### src/rtl/sipp_rf_sequencer.sv
// sipp_rf_sequencer: command-driven execute sequencer for the SIPP datapath.
// Fetches two operands from a 2R/1W register file, computes an ALU result and
// writes it back, one command per four cycles (IDLE -> READ -> EXEC -> WRITE).
module sipp_rf_sequencer #(
    parameter int unsigned ADDR_WIDTH = 4,
    parameter int unsigned DATA_WIDTH = 16
) (
    input  logic                  clk,
    input  logic                  rst,

    input  logic                  cmd_valid,
    output logic                  cmd_ready,
    input  logic [3:0]            cmd_op,
    input  logic [ADDR_WIDTH-1:0] cmd_dst,
    input  logic [ADDR_WIDTH-1:0] cmd_src_p,
    input  logic [ADDR_WIDTH-1:0] cmd_src_q,
    input  logic [DATA_WIDTH-1:0] cmd_imm,

    output logic [ADDR_WIDTH-1:0] rf_p_addr,
    output logic [ADDR_WIDTH-1:0] rf_q_addr,
    output logic                  rf_p_rd,
    output logic                  rf_q_rd,
    input  logic [DATA_WIDTH-1:0] rf_p_data,
    input  logic [DATA_WIDTH-1:0] rf_q_data,

    output logic [ADDR_WIDTH-1:0] rf_w_addr,
    output logic [DATA_WIDTH-1:0] rf_w_data,
    output logic                  rf_w_wr,

    output logic                  busy,
    output logic                  done,
    output logic                  err,
    output logic                  flag_z,
    output logic                  flag_n
);

    // Shift amount uses only the low log2(DATA_WIDTH) bits of operand q.
    localparam int unsigned ShW = $clog2(DATA_WIDTH);

    localparam logic [3:0] OpAdd  = 4'd0;
    localparam logic [3:0] OpSub  = 4'd1;
    localparam logic [3:0] OpAnd  = 4'd2;
    localparam logic [3:0] OpOr   = 4'd3;
    localparam logic [3:0] OpXor  = 4'd4;
    localparam logic [3:0] OpNot  = 4'd5;
    localparam logic [3:0] OpShl  = 4'd6;
    localparam logic [3:0] OpShr  = 4'd7;
    localparam logic [3:0] OpMov  = 4'd8;
    localparam logic [3:0] OpLdi  = 4'd9;
    localparam logic [3:0] OpAddi = 4'd10;

    typedef enum logic [1:0] {
        StIdle,
        StRead,
        StExec,
        StWrite
    } state_e;

    state_e                state_q, state_d;

    logic [3:0]            op_q;
    logic [ADDR_WIDTH-1:0] dst_q;
    logic [ADDR_WIDTH-1:0] src_p_q;
    logic [ADDR_WIDTH-1:0] src_q_q;
    logic [DATA_WIDTH-1:0] imm_q;
    logic [DATA_WIDTH-1:0] opnd_p_q;
    logic [DATA_WIDTH-1:0] opnd_q_q;
    logic [DATA_WIDTH-1:0] result_q;
    logic                  flag_z_q;
    logic                  flag_n_q;

    logic                  op_legal;
    logic                  uses_p;
    logic                  uses_q;
    logic [ShW-1:0]        shamt;
    logic [DATA_WIDTH-1:0] alu_res;
    logic                  accept;

    // Operand-usage decode of the latched opcode.
    always_comb begin
        op_legal = (op_q <= OpAddi);
        uses_p   = op_legal && (op_q != OpLdi);
        uses_q   = (op_q <= OpXor) || (op_q == OpShl) || (op_q == OpShr);
    end

    // ALU on the captured operands; illegal opcodes yield zero (never written).
    always_comb begin
        alu_res = '0;
        shamt   = opnd_q_q[ShW-1:0];
        case (op_q)
            OpAdd:   alu_res = opnd_p_q + opnd_q_q;
            OpSub:   alu_res = opnd_p_q - opnd_q_q;
            OpAnd:   alu_res = opnd_p_q & opnd_q_q;
            OpOr:    alu_res = opnd_p_q | opnd_q_q;
            OpXor:   alu_res = opnd_p_q ^ opnd_q_q;
            OpNot:   alu_res = ~opnd_p_q;
            OpShl:   alu_res = opnd_p_q << shamt;
            OpShr:   alu_res = opnd_p_q >> shamt;
            OpMov:   alu_res = opnd_p_q;
            OpLdi:   alu_res = imm_q;
            OpAddi:  alu_res = opnd_p_q + imm_q;
            default: alu_res = '0;
        endcase
    end

    // Next-state and output decode from the registered state.
    always_comb begin
        state_d   = state_q;
        cmd_ready = 1'b0;
        busy      = 1'b1;
        rf_p_addr = '0;
        rf_q_addr = '0;
        rf_p_rd   = 1'b0;
        rf_q_rd   = 1'b0;
        rf_w_addr = '0;
        rf_w_data = '0;
        rf_w_wr   = 1'b0;
        done      = 1'b0;
        err       = 1'b0;
        accept    = 1'b0;
        unique case (state_q)
            StIdle: begin
                cmd_ready = 1'b1;
                busy      = 1'b0;
                if (cmd_valid) begin
                    accept  = 1'b1;
                    state_d = StRead;
                end
            end
            StRead: begin
                // Unused ports stay fully quiet: rd low and address zero.
                rf_p_rd   = uses_p;
                rf_q_rd   = uses_q;
                rf_p_addr = uses_p ? src_p_q : '0;
                rf_q_addr = uses_q ? src_q_q : '0;
                state_d   = StExec;
            end
            StExec: begin
                state_d = StWrite;
            end
            StWrite: begin
                done = 1'b1;
                if (op_legal) begin
                    rf_w_wr   = 1'b1;
                    rf_w_addr = dst_q;
                    rf_w_data = result_q;
                end else begin
                    err = 1'b1;
                end
                state_d = StIdle;
            end
            default: state_d = StIdle;
        endcase
        flag_z = flag_z_q;
        flag_n = flag_n_q;
    end

    // State register; reset from any state aborts the command in flight.
    always_ff @(posedge clk) begin
        if (rst) begin
            state_q <= StIdle;
        end else begin
            state_q <= state_d;
        end
    end

    // Command latch, loaded only on the accepting edge.
    always_ff @(posedge clk) begin
        if (rst) begin
            op_q    <= '0;
            dst_q   <= '0;
            src_p_q <= '0;
            src_q_q <= '0;
            imm_q   <= '0;
        end else if (accept) begin
            op_q    <= cmd_op;
            dst_q   <= cmd_dst;
            src_p_q <= cmd_src_p;
            src_q_q <= cmd_src_q;
            imm_q   <= cmd_imm;
        end
    end

    // Operand capture at the end of READ; masked so an unused port reads as zero.
    always_ff @(posedge clk) begin
        if (rst) begin
            opnd_p_q <= '0;
            opnd_q_q <= '0;
        end else if (state_q == StRead) begin
            opnd_p_q <= uses_p ? rf_p_data : '0;
            opnd_q_q <= uses_q ? rf_q_data : '0;
        end
    end

    // Result capture at the end of EXEC.
    always_ff @(posedge clk) begin
        if (rst) begin
            result_q <= '0;
        end else if (state_q == StExec) begin
            result_q <= alu_res;
        end
    end

    // Flags follow the value committed by a legal write; illegal ops leave them alone.
    always_ff @(posedge clk) begin
        if (rst) begin
            flag_z_q <= 1'b0;
            flag_n_q <= 1'b0;
        end else if ((state_q == StWrite) && op_legal) begin
            flag_z_q <= (result_q == '0);
            flag_n_q <= result_q[DATA_WIDTH-1];
        end
    end

endmodule

### config.mk
export PLATFORM = sky130hd
export DESIGN_NAME = sipp_rf_sequencer
export DESIGN_NICKNAME = d
export VERILOG_FILES = /design/src/rtl/sipp_rf_sequencer.sv
export SDC_FILE = /design/constraint.sdc
export NUM_CORES = 1
export LEC_CHECK = 0
export CORE_UTILIZATION = 56
export CTS_CLUSTER_SIZE = 20
export DETAILED_ROUTE_END_ITERATION = 7
export PLACE_DENSITY = 0.82
export SYNTH_ARGS = -nofsm -noshare
export SYNTH_HDL_FRONTEND = slang
export SYNTH_SLANG_ARGS = --single-unit
export TNS_END_PERCENT = 30
### constraint.sdc
create_clock -name clk -period 4.8 [get_ports clk]
set_input_delay 0.96 -clock clk [delete_from_list [all_inputs] [get_ports clk]]
set_output_delay 0.96 -clock clk [all_outputs]
set_load 0.03 [all_outputs]
Word-level counts from Yosys, hierarchy flattened
Cells that the tools add are included.
{"block": "word_totals", "regBits": 84, "latch_bits": 0, "mem_bits_rw": 0, "rom_bits": 0, "elab_cells": 68, "n_memories": 0}
{"block": "op_classes", "n_addsub": 3, "mul": 0, "n_div": 0, "order_cmp": 2, "eq_ne": 15, "shifts": 2, "n_mux": 24, "bitwise": 4, "reduce_logical": 7}
{"op": "case mux 16 bit (11 select lines)", "count": 1}
{"op": "2-to-1 mux 16 bit", "count": 4}
{"op": "adder 16 bit", "count": 2}
{"op": "2-to-1 mux 4 bit", "count": 6}
{"op": "AND 16 bit", "count": 1}
{"op": "== test 4 x 3 -> 1 bit (second input constant)", "count": 4}
{"op": "logical NOT 16 bit", "count": 1}
{"op": "inverter 16 bit", "count": 1}
{"op": "bitwise OR 16 bit", "count": 1}
{"op": "left shift 16 x 4 -> 16 bit", "count": 1}
{"op": ">> shifter 16 x 4 -> 16 bit", "count": 1}
{"op": "subtractor 16 bit", "count": 1}
{"op": "bitwise XOR 16 bit", "count": 1}
{"op": "== test 4 bit (second input constant)", "count": 3}
{"op": "2-to-1 mux 1 bit", "count": 11}
{"op": "== test 4 x 2 -> 1 bit (second input constant)", "count": 2}
{"op": "case mux 2 bit (4 select lines)", "count": 1}
{"op": "== test 2 bit (second input constant)", "count": 2}
{"op": "== test 4 x 1 -> 1 bit (second input constant)", "count": 1}
{"op": "<= comparator 4 x 3 -> 1 bit (second input constant)", "count": 1}
{"op": "<= comparator 4 bit (second input constant)", "count": 1}
{"op": "logical NOT 4 bit", "count": 1}
{"op": "!= test 4 bit (second input constant)", "count": 1}
{"op": "== test 2 x 1 -> 1 bit (second input constant)", "count": 1}
{"op": "other kinds (5)", "count": 7}

Longest topological paths before layout
Gate-level depths: netlist of run 1.
{"block": "depth", "word_depth": 5, "ltp_mapped": 19}

Worst setup path after synthesis of run 1
OpenSTA, ideal clock, no wires.
{"block": "synth_path", "path_type": "flip-flop to flip-flop", "startpoint": "reg opnd_q_q[0]", "endpoint": "reg result_q[15]", "arrival_ps": 3727, "setup_slack_ps": 951, "path_stages_with_launch": 18, "period_less_slack_ps": 3849, "path_cell_list": "dfxtp_1 -> clkbuf_1 -> inv_1 -> clkbuf_1 -> ha_1 -> inv_1 -> nor3_1 -> nand2_1 -> or4_1 -> a221o_1 -> ha_1 -> a21oi_1 -> o21ai_0 -> a21oi_1 -> nand2_1 -> a221oi_1 -> xnor2_1 -> a221o_1"}
{"block": "synth_between", "elab_chain_cells": 2, "word_cells_on_any_way": 5, "cone_classes": "add/sub: 2; shift: 2; mux: 1"}
{"element": "from (decl)", "line_no": "67", "rtl": "logic [DATA_WIDTH-1:0] opnd_q_q;"}
{"element": "from (signal assigned)", "line_no": "191", "rtl": "opnd_q_q <= uses_q ? rf_q_data : '0;"}
{"element": "subtractor 16 bit (tied with other cells)", "line_no": "92", "rtl": "OpSub: alu_res = opnd_p_q - opnd_q_q;"}
{"element": "case mux 16 bit (11 select lines) (*)", "line_no": "90", "rtl": "case (op_q)"}
{"element": "to (signal assigned)", "line_no": "200", "rtl": "result_q <= alu_res;"}
{"element": "to (decl)", "line_no": "68", "rtl": "logic [DATA_WIDTH-1:0] result_q;"}
Every way passes the cells marked *; elsewhere a longest branch is shown, timed or not.
A chain may end at the register's enable or synchronous reset.

Final worst setup path of run 1
{"block": "layout_path", "startpoint": "reg op_q[1]", "endpoint": "out rf_w_wr"}
{"block": "layout_between", "elab_chain_cells": 3}
{"element": "from (decl)", "line_no": "61", "rtl": "logic [3:0] op_q;"}
{"element": "from (signal assigned)", "line_no": "176", "rtl": "op_q <= cmd_op;"}
{"element": "<= comparator 4 bit", "line_no": "81", "rtl": "op_legal = (op_q <= OpAddi);"}
{"element": "2-to-1 mux 1 bit", "line_no": "143", "rtl": "if (op_legal) begin"}
{"element": "2-to-1 mux 1 bit", "line_no": "121", "rtl": "unique case (state_q)"}
{"element": "to (decl)", "line_no": "28", "rtl": "output logic rf_w_wr,"}
No other way between the ends.

==> results.ini, run 1 <==
[status]
status = complete, no violations

[detailed_routing]
drtIter0Drc = 892
drc = 0
route.vias.total = 7809
wire_per_inst_um = 21.2
firstDrtPassIters = 7
drt_wl_total_um = 25200
vias_per_cell = 6.58
drtAntennaViolNets = 0

[cts]
cts_made_buffers = 9
cts_resized = 0
ctsHoldBuffers = 0
post_cts_buffers = 0
cts_tree = yes
clk_pin_slew_ps = 70
cts_max_path_buffers = 2
clk_latency_ps = 360
cts_root_buf = clkbuf_16
clkSinkCount = 84
htree_levels = 3

[synth]
synth_seq_cells = 84
synth_edf_count = 0
syn-instance-count = 954
synthDistinctLibCells = 69
synth_common_cells = nand2_1, nor2_1, dfxtp_1
yosys_warnings = 0
synth_top_cell_by_area = dfxtp_1
ys_seq_area_frac = 0.235
ys.flop_type = dfxtp_1
syn_avg_cell_area_um2 = 7.50
synth_async_sr_flop_share = 0
synth_most_common_cell = nand2_1
syn_nets = 1078
synth_top_area_share = 0.235
synthTopCellsByArea = dfxtp_1, ha_1, nand2_1
syn-cell-area_um2 = 7150

[hold_path]
hp-start = src_q_q[1]
whs_path_depth = 2
min_path_type = reg2reg
hold_end = src_q_q[1]

[global_route]
met1_usage = 0.516
grt_first_pass_wirelength_um = 38400
grtUsageTotal = 0.384
grt_antenna_before_repair = 1
grt-ovfl-total = 0
busiest_layer = met2
grtUsageMet3 = 0.115
first_global_vias = 6991
use_met2 = 0.571
grt_max_degree = 74

[sta]
period_needed_ps = 4340
setup_tns_ps = 0
drv_slew = 0
relSlewSlack = 0.174
holdWs_ps = 449
worst_pin_slew_ps = 1230
hold_viol = 0
fin_skew_ps = 12.4
max_clock_freq_mhz = 230
setup_viol = 0
rsz0062_at_grt = false
post-route-period-util = 0.904

[layout]
drive_gt1_frac = 0.0570
finish.net_count = 1137
area_delta_synth_final_pct = 19.9
design_area_um2 = 8580

[worst_setup_path]
r2r-start = op_q[3]
end_kind = output pin
crit_type = reg2out
r2r_slack_ps = 840
cp_data_required_time_ps = 3840
cp.arrival_ps = 3380
reg2reg_to = result_q[14]
setup.worst_path.start_class = register
reg2reg_depth = 12
path_max_fanout = 23

[floorplanning]
core_area_um2 = 12200
start_util = 0.586
die_w_um = 115
io_pins = 104
fp.dieH_um = 115
rows = 40
dieArea_um2 = 13200

[power]
switchingPower_uw = 2030
power_frac_seq = 0.256
switching_share = 0.472
leakagePower_uw = 0.00342
power.density_nw_per_um2 = 501
ir_worst_vdd_mv = 0.297
power.share.clock = 0.190
power_frac_comb = 0.554
intPower_uw = 2270

[placement]
place.gp.congestion = 1.02
dp_hpwl_um = 18600
numPortBuffers = 103
post_dp_cell_area_um2 = 8230

[job]
maxCapViolCount = 0

cells in the final DEF, fill, tap and decap left out, types with 28 or more instances in the layout:
master           count
a21oi_1             74
a2bb2oi_1           38
clkdlybuf4s50_1    102
dfxtp_1             83
ha_1                56
inv_1               46
nand2_1            122
nor2_1              94
nor3_1              28
o21ai_0             38
power by group through the flow:
stage	sequential (uW)	clock, uW	combinational [uW]
6_report	1100	815	2380
5_1_grt	1120	854	2550
4_1_cts	1080	816	2310
3_5_place_dp	1100	0	2290
3_3_place_gp	1090	0	2270
2_1_floorplan	986	0	1690
worst max-delay path: stages, from the launching register on:
cell             delay [ps]
dfxtp_1                 410
buf_4                   250
nand2_1                 230
inv_1                   130
o21ai_1                 960
nand2_1                 260
inv_1                   100
clkdlybuf4s50_1         670
per-layer routing:
metal / vias up / routed length (um)
met5: - / 0
met4: 0 / 917
met3: 85 / 3210
met2: 488 / 10800
met1: 3623 / 10300
li1: 3613 / -
logic make-up after synthesis:
logic type,after synthesis,synth area share
buffers and inverters,123,0.0693
AOI/OAI and AO/OA,301,0.294
xor gates and xnor gates,14,0.0171
adders and majority gates,57,0.101
DFF,84,0.235
and+or+nand+nor,335,0.216
muxes,40,0.0679
area by class of cell:
type,count,area [um2]
timing repair buffer,123,1180
antenna,1,2.50
fill,1088,3630
clock inverter,4,78.8
inverter,48,180
clock buffer,12,267
tap,168,210
multi-input combinational,747,4980
sequential,84,1680
sequential cells by signal, indices dropped and copies added, names as in the netlist:
| name | count |
|---|---|
| imm_q | 16 |
| opnd_p_q | 16 |
| opnd_q_q | 16 |
| result_q | 16 |
| dst_q | 4 |
| op_q | 4 |
| src_p_q | 4 |
| src_q_q | 4 |
| state_q | 2 |
| flag_n | 1 |
| flag_z | 1 |
metrics by stage:
step           total power, uW  utilization  std cells  worst slack [ps]
3_5_place_dp              3390        0.674       1170               882
2_1_floorplan             2670            -        954               951
6_report                  4300        0.703       1187               459
3_3_place_gp              3360        0.674       1170               927
5_1_grt                   4520        0.702       1186               247
4_1_cts                   4210        0.702       1186               525
worst max-delay path by stage:
| stage | from | to |
|---|---|---|
| floorplan | opnd_q_q[0] | result_q[15] |
| global placement | op_q[3] | result_q[14] |
| global route | op_q[1] | rf_w_wr |
| finish | op_q[1] | rf_w_wr |
| detailed placement | op_q[3] | result_q[14] |
| CTS | op_q[1] | rf_w_wr |
(Power assumes the default switching activity.)
==> inputs of run 2 (changes only) <==
--- a/config.mk
+++ b/config.mk
@@ -5,6 +5,7 @@
 export SDC_FILE = /design/constraint.sdc
 export NUM_CORES = 1
 export LEC_CHECK = 0
+export ABC_AREA = 1
 export CORE_UTILIZATION = 56
 export CTS_CLUSTER_SIZE = 20
 export DETAILED_ROUTE_END_ITERATION = 7
==> results.ini, run 2 <==
[cts]
cts_root_buf = clkbuf_16
clk_latency_ps = 350
cts_made_buffers = 9
htree_levels = 3
post_cts_buffers = 0
cts_resized = 0
clkSinkCount = 84
cts_max_path_buffers = 2
clk_pin_slew_ps = 60
cts_tree = yes
ctsHoldBuffers = 0

[worst_setup_path]
r2r_slack_ps = 1260
crit_type = reg2out
path_max_fanout = 20
reg2reg_depth = 20
end_kind = output pin
cp.arrival_ps = 2650
reg2reg_to = result_q[15]
setup.worst_path.start_class = register
r2r-start = opnd_q_q[0]
cp_data_required_time_ps = 3840

[layout]
seqCellArea_um2 = 1680
n_fill_cell = 1088
final_util = 0.696
multi_input_area_um2 = 4770
antenna-diode-count = 0
area_delta_synth_final_pct = 19.3
drive_gt1_frac = 0.0565
mostFrequentLayoutCells = nand2_1, nor2_1, a21oi_1, clkdlybuf4s50_1, inv_1
design_area_um2 = 8500
final_common_cell = nand2_1
finish.net_count = 1341

[power]
ir_worst_vdd_mv = 0.391
switching_share = 0.510
power.share.clock = 0.176
power_frac_seq = 0.264
power.density_nw_per_um2 = 495
switchingPower_uw = 2150
power_frac_comb = 0.560
leakagePower_uw = 0.00360
intPower_uw = 2060

[hold_path]
min_path_type = reg2reg
hold_end = src_q_q[0]
whs_path_depth = 2
hp-start = src_q_q[0]

[floorplanning]
dieArea_um2 = 13200
fp.dieH_um = 115
start_util = 0.583
rows = 40
die_w_um = 115
core_area_um2 = 12200
io_pins = 104

[global_route]
grt-ovfl-total = 0
first_global_vias = 7553
grt_antenna_before_repair = 0
grtUsageTotal = 0.405
grt_max_degree = 54
grt_first_pass_wirelength_um = 40400

[placement]
post_dp_cell_area_um2 = 8180
dp_hpwl_um = 19700
place.gp.congestion = 1.05
numPortBuffers = 103
place_worst_setup_slack_ps = 1440

[synth]
synth_seq_cells = 84
syn_nets = 1272
syn_avg_cell_area_um2 = 6.20
synth_edf_count = 0
synthDistinctLibCells = 52
synth_async_sr_flop_share = 0
syn-cell-area_um2 = 7120
yosys_warnings = 0
synth_top_cell_by_area = dfxtp_1
synth_most_common_cell = nand2_1
synth_top_area_share = 0.236
syn-instance-count = 1148
ys_seq_area_frac = 0.236
ys.flop_type = dfxtp_1
synth_common_cells = nand2_1, nor2_1, a21oi_1
synthTopCellsByArea = dfxtp_1, nand2_1, ha_1

[sta]
rsz0062_at_grt = false
finalWorstSetupSlack_ps = 1190
max_clock_freq_mhz = 277
worst_pin_slew_ps = 921
drv_slew = 0
hold_viol = 0
setup_viol = 0
fin_skew_ps = 10.1
period_needed_ps = 3610
post-route-period-util = 0.752
relSlewSlack = 0.384
setup_tns_ps = 0

[detailed_routing]
drtIter0Drc = 871
vias_per_cell = 5.97
wire_per_inst_um = 18.5
drt_wl_total_um = 25800
drc = 0
route.vias.total = 8298
firstDrtPassIters = 5
drtAntennaViolNets = 0

[job]
maxCapViolCount = 0

[status]
status = complete, no violations

## run 2: changes by cell type after synthesis, moves of 15 or more
cell       previous run  this run
nor2_1               94       118
clkbuf_1             58        34
a221o_1              15         0
nand3_1              12        60
a2bb2oi_1            38         0
and3_1               25         0
nand2_1             122       336
inv_1                46        95
nor3_1               28         7
mux2i_1              26         8
o21ai_0              38        55
a21oi_1              74       105
## run 2: power by group through the flow
stage	logic, uW	clock network (uW)	registers (uW)
3_5_place_dp	2270	0	1110
4_1_cts	2290	741	1100
6_report	2350	740	1110
5_1_grt	2600	774	1120
2_1_floorplan	1680	0	1000
3_3_place_gp	2250	0	1110
## run 2: final cells by class
type / instances / area share
Timing Repair Buffer: 113 / 0.130
Clock buffer: 11 / 0.0297
Clock inverter: 5 / 0.00766
Multi-Input combinational cell: 897 / 0.561
Tap cell: 168 / 0.0247
Inverter: 112 / 0.0495
Sequential cell: 84 / 0.198
## run 2: worst max-delay path, cell delays in order (launching register included)
cell and delay [ps]:
dfxtp_1 480, nand2_1 120, a21oi_1 410, inv_1 410
nor2_1 180, clkdlybuf4s50_1 700
## run 2: worst max path at each step
| stage | startpoint | end | slack [ps] |
|---|---|---|---|
| after CTS | op_q[1] | err | 1190 |
| after global routing | opnd_q_q[0] | result_q[15] | 970 |
| after global placement | opnd_q_q[0] | result_q[15] | 1530 |
| final | op_q[1] | err | 1190 |
| after detailed placement | opnd_q_q[0] | result_q[15] | 1440 |
| after floorplan | opnd_q_q[1] | result_q[15] | 1470 |
## run 2: per-layer routing
layer / global-route usage / wire (um) / vias up
met2: 0.615 / 11100 / 485
met3: 0.0975 / 2690 / 99
met5: 0 / 0 / -
li1: - / - / 3948
met1: 0.542 / 10800 / 3766
met4: 0.188 / 1210 / 0
## run 2: per-stage QoR
| step | std cells | power, uW | hold slack, ps |
|---|---|---|---|
| 2_1_floorplan | 1148 | 2680 | 440 |
| 3_3_place_gp | 1374 | 3350 | 451 |
| 3_5_place_dp | 1374 | 3380 | 453 |
| 4_1_cts | 1390 | 4130 | 466 |
| 5_1_grt | 1390 | 4490 | 488 |
| 6_report | 1390 | 4210 | 465 |
## run 2: cell families (layout without fill, tap and decap cells)
group           Yosys count  after routing  synth area share
simple gates            556            556             0.323
compound gates          273            273             0.230
buf+inv                 167            241            0.0952
flops                    84             84             0.236
fa+ha+maj                57             57             0.101
mux                       8              8            0.0112
xor+xnor                  3              3           0.00369
